--- config.mk ---
export PLATFORM = sky130hd
export DESIGN_NAME = id_stage_pipe_flat
export DESIGN_NICKNAME = d
export VERILOG_FILES = /design/src/rtl/id_stage_pipe_if.sv /design/src/rtl/id_stage_pipe.sv /design/src/flat_wrapper.sv
export SDC_FILE = /design/constraint.sdc
export NUM_CORES = 1
export LEC_CHECK = 0
export ABC_AREA = 1
export BUFFER_PORTS_ARGS = -buffer_cell sky130_fd_sc_hd__buf_4
export CORE_MARGIN = 3
export CORE_UTILIZATION = 54
export DETAILED_ROUTE_END_ITERATION = 6
export HOLD_SLACK_MARGIN = 0.06
export PLACE_DENSITY = 0.92
export SLEW_MARGIN = 10
export SYNTH_ARGS = -nofsm -noshare
export SYNTH_HDL_FRONTEND = slang
export SYNTH_SLANG_ARGS = --single-unit
--- constraint.sdc ---
create_clock -name CLK -period 4.2 [get_ports CLK]
set_input_delay 0.63 -clock CLK [delete_from_list [all_inputs] [get_ports CLK]]
set_output_delay 0.63 -clock CLK [all_outputs]
set_load 0.005 [all_outputs]
--- src/rtl/id_stage_pipe_if.sv ---
// Bundle between IF, the ID stage and EX: IF offer, EX hazard info, register-file
// read port and the registered ID/EX bundle.
interface id_stage_pipe_if #(
  parameter int PC_W = 32
);
  logic            in_valid;
  logic            in_ready;
  logic [31:0]     in_inst;
  logic [PC_W-1:0] in_pc;
  logic            flush;
  logic            ex_valid;
  logic            ex_is_load;
  logic [4:0]      ex_rd;
  logic [4:0]      RF_RA1;
  logic [4:0]      RF_RA2;
  logic [31:0]     RF_RD1;
  logic [31:0]     RF_RD2;
  logic            out_valid;
  logic            out_ready;
  logic [PC_W-1:0] out_pc;
  logic [4:0]      out_rd;
  logic [2:0]      out_funct3;
  logic [6:0]      out_funct7;
  logic [31:0]     out_op1;
  logic [31:0]     out_op2;
  logic [31:0]     out_rs2_data;
  logic [31:0]     out_imm;
  logic [10:0]     out_ctrl;
  logic            HALT;

  modport slave (
    input  in_valid, in_inst, in_pc, flush, ex_valid, ex_is_load, ex_rd,
           RF_RD1, RF_RD2, out_ready,
    output in_ready, RF_RA1, RF_RA2, out_valid, out_pc, out_rd, out_funct3,
           out_funct7, out_op1, out_op2, out_rs2_data, out_imm, out_ctrl, HALT
  );

  modport master (
    output in_valid, in_inst, in_pc, flush, ex_valid, ex_is_load, ex_rd,
           RF_RD1, RF_RD2, out_ready,
    input  in_ready, RF_RA1, RF_RA2, out_valid, out_pc, out_rd, out_funct3,
           out_funct7, out_op1, out_op2, out_rs2_data, out_imm, out_ctrl, HALT
  );
endinterface

--- src/rtl/id_stage_pipe.sv ---
// Registered RV32I decode stage: decodes, reads the register file, builds ALU
// operands, and handles valid/ready, load-use stalls, flush and sticky halt.
module id_stage_pipe #(
  parameter int          PC_W      = 32,
  parameter logic [31:0] HALT_INST = 32'h00008067,
  parameter logic [31:0] HALT_RD1  = 32'h0000000c,
  parameter bit          LU_STALL  = 1'b1
) (
  input logic           CLK,
  input logic           RSTn,
  id_stage_pipe_if.slave bus
);
  localparam logic [6:0] OPC_OPIMM  = 7'b0010011;
  localparam logic [6:0] OPC_OP     = 7'b0110011;
  localparam logic [6:0] OPC_JAL    = 7'b1101111;
  localparam logic [6:0] OPC_JALR   = 7'b1100111;
  localparam logic [6:0] OPC_BRANCH = 7'b1100011;
  localparam logic [6:0] OPC_LOAD   = 7'b0000011;
  localparam logic [6:0] OPC_STORE  = 7'b0100011;
  localparam logic [6:0] OPC_LUI    = 7'b0110111;
  localparam logic [6:0] OPC_AUIPC  = 7'b0010111;

  function automatic logic [31:0] imm_i(input logic [31:0] x);
    return {{20{x[31]}}, x[31:20]};
  endfunction
  function automatic logic [31:0] imm_s(input logic [31:0] x);
    return {{20{x[31]}}, x[31:25], x[11:7]};
  endfunction
  function automatic logic [31:0] imm_b(input logic [31:0] x);
    return {{19{x[31]}}, x[31], x[7], x[30:25], x[11:8], 1'b0};
  endfunction
  function automatic logic [31:0] imm_u(input logic [31:0] x);
    return {x[31:12], 12'b0};
  endfunction
  function automatic logic [31:0] imm_j(input logic [31:0] x);
    return {{11{x[31]}}, x[31], x[19:12], x[20], x[30:21], 1'b0};
  endfunction

  logic [31:0]     inst;
  logic [4:0]      rs1, rs2;
  logic [10:0]     ctrl_d, ctrl_q;
  logic [31:0]     imm_d, imm_q;
  logic [31:0]     rs1_val, rs2_val;
  logic [31:0]     op1_d, op1_q, op2_d, op2_q, rs2d_q;
  logic [4:0]      rd_d, rd_q;
  logic [PC_W-1:0] pc_q;
  logic [2:0]      funct3_q;
  logic [6:0]      funct7_q;
  logic            valid_d, valid_q, halt_d, halt_q;
  logic            use1, use2, stall, accept, halt_hit, load;

  assign inst = bus.in_inst;
  assign rs1  = inst[19:15];
  assign rs2  = inst[24:20];
  assign bus.RF_RA1 = rs1;
  assign bus.RF_RA2 = rs2;

  always_comb begin
    ctrl_d = '0;
    imm_d  = '0;
    case (inst[6:0])
      OPC_OPIMM:  begin ctrl_d[0] = 1'b1; imm_d = imm_i(inst); end
      OPC_OP:     ctrl_d[1] = 1'b1;
      OPC_JAL:    begin ctrl_d[2] = 1'b1; imm_d = imm_j(inst); end
      OPC_JALR:   begin ctrl_d[3] = 1'b1; imm_d = imm_i(inst); end
      OPC_BRANCH: begin ctrl_d[4] = 1'b1; imm_d = imm_b(inst); end
      OPC_LOAD:   begin ctrl_d[5] = 1'b1; imm_d = imm_i(inst); end
      OPC_STORE:  begin ctrl_d[6] = 1'b1; imm_d = imm_s(inst); end
      OPC_LUI:    begin ctrl_d[7] = 1'b1; imm_d = imm_u(inst); end
      OPC_AUIPC:  begin ctrl_d[8] = 1'b1; imm_d = imm_u(inst); end
      default:    ctrl_d[10] = 1'b1;
    endcase
    ctrl_d[9] = ctrl_d[0] | ctrl_d[1] | ctrl_d[2] | ctrl_d[3] |
                ctrl_d[5] | ctrl_d[7] | ctrl_d[8];
  end

  // x0 always reads as zero whatever the register file returns
  assign rs1_val = (rs1 == 5'd0) ? 32'd0 : bus.RF_RD1;
  assign rs2_val = (rs2 == 5'd0) ? 32'd0 : bus.RF_RD2;
  assign op1_d   = (ctrl_d[8] | ctrl_d[2]) ? 32'(bus.in_pc) :
                   ctrl_d[7]               ? 32'd0 : rs1_val;
  assign op2_d   = (ctrl_d[1] | ctrl_d[4]) ? rs2_val : imm_d;
  assign rd_d    = ctrl_d[9] ? inst[11:7] : 5'd0;

  assign use1  = !(ctrl_d[7] | ctrl_d[8] | ctrl_d[2]);
  assign use2  = ctrl_d[1] | ctrl_d[4] | ctrl_d[6];
  assign stall = LU_STALL && bus.ex_valid && bus.ex_is_load && (bus.ex_rd != 5'd0) &&
                 ((use1 && bus.ex_rd == rs1) || (use2 && bus.ex_rd == rs2));

  assign bus.in_ready = RSTn & !halt_q & !bus.flush & !stall & (!valid_q | bus.out_ready);
  assign accept   = bus.in_valid & bus.in_ready;
  assign halt_hit = (inst == HALT_INST) && (bus.RF_RD1 == HALT_RD1);

  // Flush kills everything; a halting instruction becomes a bubble
  always_comb begin
    valid_d = valid_q;
    halt_d  = halt_q;
    load    = 1'b0;
    if (bus.flush) begin
      valid_d = 1'b0;
    end else if (accept) begin
      if (halt_hit) begin
        halt_d  = 1'b1;
        valid_d = 1'b0;
      end else begin
        valid_d = 1'b1;
        load    = 1'b1;
      end
    end else if (bus.out_ready) begin
      valid_d = 1'b0;
    end
  end

  // ---- ID/EX register boundary ----
  always_ff @(posedge CLK or negedge RSTn) begin
    if (!RSTn) begin
      valid_q  <= 1'b0;
      halt_q   <= 1'b0;
      pc_q     <= '0;
      rd_q     <= '0;
      funct3_q <= '0;
      funct7_q <= '0;
      op1_q    <= '0;
      op2_q    <= '0;
      rs2d_q   <= '0;
      imm_q    <= '0;
      ctrl_q   <= '0;
    end else begin
      valid_q <= valid_d;
      halt_q  <= halt_d;
      if (load) begin
        pc_q     <= bus.in_pc;
        rd_q     <= rd_d;
        funct3_q <= inst[14:12];
        funct7_q <= inst[31:25];
        op1_q    <= op1_d;
        op2_q    <= op2_d;
        rs2d_q   <= rs2_val;
        imm_q    <= imm_d;
        ctrl_q   <= ctrl_d;
      end
    end
  end

  assign bus.out_valid    = valid_q;
  assign bus.out_pc       = pc_q;
  assign bus.out_rd       = rd_q;
  assign bus.out_funct3   = funct3_q;
  assign bus.out_funct7   = funct7_q;
  assign bus.out_op1      = op1_q;
  assign bus.out_op2      = op2_q;
  assign bus.out_rs2_data = rs2d_q;
  assign bus.out_imm      = imm_q;
  assign bus.out_ctrl     = ctrl_q;
  assign bus.HALT         = halt_q;
endmodule
--- src/flat_wrapper.sv ---
// flat-port wrapper written by rule: the top's interface ports become plain ports
module id_stage_pipe_flat 
#(
  parameter int          PC_W      = 32,
  parameter logic [31:0] HALT_INST = 32'h00008067,
  parameter logic [31:0] HALT_RD1  = 32'h0000000c,
  parameter bit          LU_STALL  = 1'b1
)
  (CLK, RSTn, bus_in_valid, bus_in_inst, bus_in_pc, bus_flush, bus_ex_valid, bus_ex_is_load, bus_ex_rd, bus_RF_RD1, bus_RF_RD2, bus_out_ready, bus_in_ready, bus_RF_RA1, bus_RF_RA2, bus_out_valid, bus_out_pc, bus_out_rd, bus_out_funct3, bus_out_funct7, bus_out_op1, bus_out_op2, bus_out_rs2_data, bus_out_imm, bus_out_ctrl, bus_HALT);
  id_stage_pipe_if #(.PC_W(PC_W)) bus_i ();
  input logic CLK;
  input logic RSTn;
  input wire logic [$bits(bus_i.in_valid)-1:0] bus_in_valid;
  input wire logic [$bits(bus_i.in_inst)-1:0] bus_in_inst;
  input wire logic [$bits(bus_i.in_pc)-1:0] bus_in_pc;
  input wire logic [$bits(bus_i.flush)-1:0] bus_flush;
  input wire logic [$bits(bus_i.ex_valid)-1:0] bus_ex_valid;
  input wire logic [$bits(bus_i.ex_is_load)-1:0] bus_ex_is_load;
  input wire logic [$bits(bus_i.ex_rd)-1:0] bus_ex_rd;
  input wire logic [$bits(bus_i.RF_RD1)-1:0] bus_RF_RD1;
  input wire logic [$bits(bus_i.RF_RD2)-1:0] bus_RF_RD2;
  input wire logic [$bits(bus_i.out_ready)-1:0] bus_out_ready;
  output wire logic [$bits(bus_i.in_ready)-1:0] bus_in_ready;
  output wire logic [$bits(bus_i.RF_RA1)-1:0] bus_RF_RA1;
  output wire logic [$bits(bus_i.RF_RA2)-1:0] bus_RF_RA2;
  output wire logic [$bits(bus_i.out_valid)-1:0] bus_out_valid;
  output wire logic [$bits(bus_i.out_pc)-1:0] bus_out_pc;
  output wire logic [$bits(bus_i.out_rd)-1:0] bus_out_rd;
  output wire logic [$bits(bus_i.out_funct3)-1:0] bus_out_funct3;
  output wire logic [$bits(bus_i.out_funct7)-1:0] bus_out_funct7;
  output wire logic [$bits(bus_i.out_op1)-1:0] bus_out_op1;
  output wire logic [$bits(bus_i.out_op2)-1:0] bus_out_op2;
  output wire logic [$bits(bus_i.out_rs2_data)-1:0] bus_out_rs2_data;
  output wire logic [$bits(bus_i.out_imm)-1:0] bus_out_imm;
  output wire logic [$bits(bus_i.out_ctrl)-1:0] bus_out_ctrl;
  output wire logic [$bits(bus_i.HALT)-1:0] bus_HALT;
  assign bus_i.in_valid = bus_in_valid;
  assign bus_i.in_inst = bus_in_inst;
  assign bus_i.in_pc = bus_in_pc;
  assign bus_i.flush = bus_flush;
  assign bus_i.ex_valid = bus_ex_valid;
  assign bus_i.ex_is_load = bus_ex_is_load;
  assign bus_i.ex_rd = bus_ex_rd;
  assign bus_i.RF_RD1 = bus_RF_RD1;
  assign bus_i.RF_RD2 = bus_RF_RD2;
  assign bus_i.out_ready = bus_out_ready;
  assign bus_in_ready = bus_i.in_ready;
  assign bus_RF_RA1 = bus_i.RF_RA1;
  assign bus_RF_RA2 = bus_i.RF_RA2;
  assign bus_out_valid = bus_i.out_valid;
  assign bus_out_pc = bus_i.out_pc;
  assign bus_out_rd = bus_i.out_rd;
  assign bus_out_funct3 = bus_i.out_funct3;
  assign bus_out_funct7 = bus_i.out_funct7;
  assign bus_out_op1 = bus_i.out_op1;
  assign bus_out_op2 = bus_i.out_op2;
  assign bus_out_rs2_data = bus_i.out_rs2_data;
  assign bus_out_imm = bus_i.out_imm;
  assign bus_out_ctrl = bus_i.out_ctrl;
  assign bus_HALT = bus_i.HALT;
  id_stage_pipe #(.PC_W(PC_W), .HALT_INST(HALT_INST), .HALT_RD1(HALT_RD1), .LU_STALL(LU_STALL)) u_core (.CLK(CLK), .RSTn(RSTn), .bus(bus_i));
endmodule
# Word-level counts from Yosys, hierarchy flattened
# Index checks and enable logic that the tools add are counted.
[word_totals]
ff_bits = 188
inputBits = 140
output_inout_bits = 199
wordCells = 85
[op_classes]
eq_ne = 13
mux = 23
n_bitwise = 18
reduce_logical = 20
[ops]
columns = ["operator", "n"]
rows = [
  ["$mux W32", 5],
  ["$pmux W32 S5", 1],
  ["$eq A32 B16 Y1 const B", 1],
  ["$eq A32 B4 Y1 const B", 1],
  ["$eq A7 B6 Y1 const B", 3],
  ["$eq A7 B7 Y1 const B", 3],
  ["$mux W1", 16],
  ["$eq A7 B5 Y1 const B", 2],
  ["$or A1 B1 Y1", 12],
  ["$eq A5 B5 Y1", 2],
  ["$logic_not A5 Y1", 2],
  ["$reduce_or A9 Y1", 1],
  ["$eq A7 B2 Y1 const B", 1],
  ["$logic_and A1 B1 Y1", 6],
  ["$and A1 B1 Y1", 5],
  ["$logic_not A1 Y1", 5],
  ["$mux W5", 1],
  ["$reduce_bool A5 Y1", 1],
  ["$reduce_and A3 Y1", 1],
  ["$reduce_bool A3 Y1", 1],
  ["$reduce_or A3 Y1", 1],
  ["$reduce_or A2 Y1", 1],
  ["$logic_or A1 B1 Y1", 1],
  ["$not A1 Y1", 1],
]

# Depth between registers and ports, before layout
[logic_depth]
depth_word = 14
ltp_mapped = 15
ltp_nobuf = 13

# Least setup slack after synthesis
# OpenSTA, ideal clock, no wires.
[synth_path]
kind = "input-to-reg"
start = "input port bus_in_inst[3]"
end = "register u_core.op2_q[14], in the netlist u_core.bus.out_op2[14]"
setup_time_ns = 0.117
arrival_time_ns = 1.924
setup_slack_ns = 2.160
path_stages = 14
n_path_buf = 2
cell_sequence = "inv_1 nand2_1 nor2_1 nand2_1 nand2_4 inv_2 nand2_1 nand2_1 nand2_2 nand4_2 buf_4 buf_2 nand2_1 nand2_1"
[synth_between]
elab_chain_cells = 14
elab_cells_between_ends = 37
classes_between = "eq/ne (10); mux (11); bitwise (7); reduce/logical (9)"
[synth_lines]
columns = ["element", "line", "text"]
rows = [
  ["start, declared", "flat_wrapper.sv:14", "input wire logic [$bits(bus_i.in_inst)-1:0] bus_in_inst;"],
  ["$eq A7 B6 Y1 / $eq A7 B5 Y1 (equally long branches)", "id_stage_pipe.sv:61", "case (inst[6:0])"],
  ["$mux W1", "id_stage_pipe.sv:61", ""],
  ["$or A1 B1 Y1 (2 in a row)", "id_stage_pipe.sv:85", "assign use1 = !(ctrl_d[7] | ctrl_d[8] | ctrl_d[2]);"],
  ["$logic_not A1 Y1", "id_stage_pipe.sv:85", ""],
  ["$logic_and A1 B1 Y1", "id_stage_pipe.sv:88", "((use1 && bus.ex_rd == rs1) || (use2 && bus.ex_rd == rs2));"],
  ["$logic_or A1 B1 Y1", "id_stage_pipe.sv:88", ""],
  ["$logic_and A1 B1 Y1", "id_stage_pipe.sv:87", "assign stall = LU_STALL && bus.ex_valid && bus.ex_is_load && (bus.ex_rd != 5'd0) &&"],
  ["$logic_not A1 Y1", "id_stage_pipe.sv:90", "assign bus.in_ready = RSTn & !halt_q & !bus.flush & !stall & (!valid_q | bus.out_ready);"],
  ["$and A1 B1 Y1 (2 in a row)", "id_stage_pipe.sv:90", ""],
  ["$and A1 B1 Y1", "id_stage_pipe.sv:91", "assign accept = bus.in_valid & bus.in_ready;"],
  ["$mux W1", "id_stage_pipe.sv:101", "end else if (accept) begin"],
  ["$mux W1", "id_stage_pipe.sv:99", "if (bus.flush) begin"],
  ["end signal, assigned", "id_stage_pipe.sv:137", "op2_q <= op2_d;"],
  ["end, declared", "id_stage_pipe.sv:44", "logic [31:0] op1_d, op1_q, op2_d, op2_q, rs2d_q;"],
]
# Parallel ways exist; a longest one is shown, timed or not.
# A chain may end at the register's enable or synchronous reset.

# Worst setup path in the final report
[layout_path]
start = "input port bus_in_inst[4]"
end = "output port bus_in_ready"
[layout_between]
elab_chain_cells = 11
elab_cells_between_ends = 24
classes_between = "eq/ne (6); mux (6); bitwise (6); reduce/logical (6)"
[layout_lines]
columns = ["element", "line", "text"]
rows = [
  ["$eq A7 B6 Y1 / $eq A7 B5 Y1 (equally long branches)", "id_stage_pipe.sv:61", ""],
  ["$mux W1", "id_stage_pipe.sv:61", ""],
  ["$or A1 B1 Y1 (2 in a row)", "id_stage_pipe.sv:85", ""],
  ["$logic_not A1 Y1", "id_stage_pipe.sv:85", ""],
  ["$logic_and A1 B1 Y1", "id_stage_pipe.sv:88", ""],
  ["$logic_or A1 B1 Y1 *", "id_stage_pipe.sv:88", ""],
  ["$logic_and A1 B1 Y1 *", "id_stage_pipe.sv:87", ""],
  ["$logic_not A1 Y1 *", "id_stage_pipe.sv:90", ""],
  ["$and A1 B1 Y1 * (2 in a row)", "id_stage_pipe.sv:90", ""],
  ["end, declared", "flat_wrapper.sv:23", "output wire logic [$bits(bus_i.in_ready)-1:0] bus_in_ready;"],
]
# Every way passes the cells marked *; elsewhere a longest branch is shown, timed or not.

==> results.txt <==
The flow ran to the end, but the final reports show violations. The final reports fail on DRC. After layout, the minimum clock period comes to 2.52 ns.

The H-tree was split into 4 levels. Routability-driven placement finished with a final weighted congestion of 0.951. Gate count after technology mapping: 1326.

Of all nets on the critical path, the largest fanout is 9. For the final routed database, the setup TNS stands at 0 ns. Across the run, the number of max-cap violations was 0. The post-route netlist has 23.8% of its cells at a drive strength greater than 1.

The total DRC errors in the routed layout came out at 1. Headroom to the max-slew limit came out at 17.8%. The tools report the startpoint of the most critical register-to-register path as u_core.bus.out_valid$_DFFE_PN0P_.

TritonCTS built the clock tree. STA classifies the critical path startpoint as a primary input. The net count of the finished layout is 1766. The first global-routing pass estimated 48900 um of wire. The number of gates resized after CTS was 0.

The most instantiated flip-flop cell in the synthesis netlist was dfrtp_1. The post-detailed-route via-to-cell ratio was 5.31. VDD sags by at most 0.000279 V.

Once the floorplan was initialized, standard cells occupied 55.9% of the core. The first detailed-routing pass ran for 7 iterations. The total via count after detailed routing came out at 9875. The clock sink count is 188. The area growth from synthesis to layout is 32.5%.

In this run, the number of DRC markers left after iteration 0 of detailed routing was 1010. For the max-slew violation count, the log shows 0. After synthesis, flip-flops and latches occupy 50.0% of the total area. The cell with the biggest individual delay on the critical path was a21oi_1. The floorplan die width came out at 138 um. The category of the critical setup timing path was in -> out. On the final layout, the worst clock skew is 0.0137 ns. Cells fill 74.1% of the core in the end. Number of storage elements in the synthesis netlist: 188.

The number of distinct library cells after synthesis is 27. In this run the power density over the cells is 290 nW/um^2. For flop-to-flop paths, the worst setup slack is 2.29 ns.

The worst path uses 60.0% of the clock period. The number of failing hold endpoints at the final stage came out at 0. The capturing element type of the critical path was a primary output.

After detailed routing, the average wire length per cell comes to 17.5 um. During placement, the flow inserted port buffers numbering 338. Overall fraction of global-route tracks in use: 33.3%. In this run the worst hold path is classified as in -> async. In this run the static leakage power is 7.71 nW.

Global routing finished with a remaining overflow of 0. The tools report the peak clock frequency supported by timing as 0.397 GHz. The count of nets left with antenna violations once routing finished came out at 0. The number of setup buffers added after CTS is 0. After clock tree synthesis, the clock-pin slew on the worst setup and hold paths is 0.06 ns. The leading cell type in the layout, fill and taps excluded is nand2_1.

Placed wire-length estimate after detailed placement: 23900 um. The worst-margin pin slew works out to 1.23 ns. The biggest cell delay along the critical path is 0.17 ns, and the maximum clock insertion buffer count is 2. The final setup violation count is 0.

The synthesized net count is 1466. The number of flops mapped to enable cells by yosys was 0. By instance count, the cell type seen most on the critical path is nand2_1. The antenna diode count was 0; the number of cells traversed by the worst register-to-register path was 10.

The full die area is 19000 um^2, and the required time of the critical path is 3.57 ns. For the synthesized area, the log shows 9410 um^2. Buffer cell driving the clock tree root: clkbuf_16. The tools report the clock network latency to the later pin of the worst-skew pair as 0.43 ns. The initialized floorplan defines 47 standard-cell rows. The tools report the via count of the first global-routing pass as 9310.

Endpoint of the lowest-slack register-to-register path: u_core.bus.out_op1[20]$_DFFE_PN0P_. For the worst setup path, the data arrival time is 1.89 ns. The overall die height works out to 138 um. The number of clock buffers inserted by TritonCTS came out at 17. Pin placement for this block handled 339 I/O pins. The critical path goes through buf_4 > inv_2 > nand2_1 > nor2_2 > nand2_2 > nand2_4 > inv_2 > nand2_1 > nand2_1 > a21oi_1 > buf_4.

The library cells used most frequently in the layout, excluding fill and tap cells, are nand2_1 (771), buf_4 (345), dfrtp_1 (188), inv_1 (118), nor2_1 (53). Averaged over all synthesized cells, the footprint is 7.09 um^2. The async set or reset register ratio after synthesis is 100%.

The total routed wirelength was 32600 um. Entering global routing, the biggest net connects 147 pins. The tools report the initial antenna violation count as 0.

Setup repair after global routing left no endpoint under its margin. The hold buffer count at cts is 0, and the core box area is 16800 um^2. Yosys printed 0 warnings.
==> registers in the layout, indices dropped and copies added (netlist names) <==
register and cells:
u_core.bus.out_ctrl 11, u_core.bus.HALT 1, u_core.bus.out_valid 1, u_core.bus.out_rs2_data 32
u_core.bus.out_pc 32, u_core.bus.out_funct7 7, u_core.bus.out_rd 5, u_core.bus.out_op2 32
u_core.bus.out_funct3 3, u_core.bus.out_imm 32, u_core.bus.out_op1 32
==> per-stage QoR <==
stage | std cells | hold WS (ns) | instance area [um^2] | power [W] | setup slack [ns]
2_1_floorplan | 1326 | 0.334 | 9410 | 0.00194 | 2.16
3_3_place_gp | 1827 | 0.463 | 11900 | 0.00214 | 1.48
3_5_place_dp | 1827 | 0.466 | 11900 | 0.00214 | 1.42
4_1_cts | 1858 | 0.148 | 12500 | 0.00361 | 1.71
5_1_grt | 1858 | 0.159 | 12500 | 0.00371 | 1.50
6_report | 1858 | 0.138 | 12500 | 0.00361 | 1.68
==> worst max-delay path by stage <==
stage | start | slack [ns] | end | depth (start not counted)
after floorplan | bus_in_inst[3] | 2.16 | u_core.bus.out_op2[14]$_DFFE_PN0P_ | 14
after global placement | bus_in_inst[3] | 1.48 | u_core.bus.out_valid$_DFFE_PN0P_ | 12
after detailed placement | bus_in_inst[4] | 1.42 | u_core.bus.out_pc[14]$_DFFE_PN0P_ | 15
after CTS | bus_in_inst[4] | 1.71 | bus_in_ready | 11
after global routing | bus_in_inst[3] | 1.50 | bus_in_ready | 11
final | bus_in_inst[4] | 1.68 | bus_in_ready | 11
==> cells by family after synthesis <==
group / count (synthesis) / share of synthesized area [%]
AO/OA/AOI/OAI: 61 / 3.27
XOR/XNOR: 4 / 0.373
buffers and inverters: 189 / 9.39
flip-flops: 188 / 50.0
AND/OR/NAND/NOR: 884 / 36.9
==> cell usage after synthesis, types with 2 or more instances <==
cell / number / area (um^2)
nor2_1: 53 / 199
inv_2: 3 / 11.3
dfrtp_1: 188 / 4700
a21oi_1: 9 / 45.0
clkbuf_1: 20 / 75.1
nand2_1: 771 / 2890
nand4_1: 26 / 163
nand3_1: 22 / 110
buf_2: 19 / 95.1
o22ai_1: 2 / 12.5
nor3_1: 2 / 10.0
nand2_2: 3 / 18.8
inv_1: 118 / 443
buf_4: 16 / 120
o21ai_0: 49 / 245
buf_6: 12 / 135
xnor2_1: 3 / 26.3
==> area by class of cell <==
cell class | instances | area (um^2)
multi-input combinational | 949 | 3830
inverter | 121 | 454
clock buffer | 23 | 468
clock inverter | 8 | 62.6
sequential | 188 | 4700
timing repair buffer | 349 | 2660
fill | 1258 | 4360
tap | 220 | 275
==> routing by layer <==
metal	global-route usage [%]	up-vias	share of wire [%]
li1	-	4589	-
met4	17.4	0	5.4
met2	53.3	601	47
met3	6.60	120	9.2
met1	43.0	4565	39
met5	0	-	0
==> report_power, final <==
| part | switching (W) | internal [W] |
|---|---|---|
| registers | 0 | 0.00181 |
| clock network | 0.000708 | 0.000791 |
| logic | 0.000179 | 0.000123 |
==> critical path: cells and delay by family <==
family,cells,cell delay (ns)
AND/OR/NAND/NOR,6,0.69
buffers and inverters,4,0.41
AO/OA/AOI/OAI,1,0.17
No activity file was read; power rests on OpenSTA's default activity.
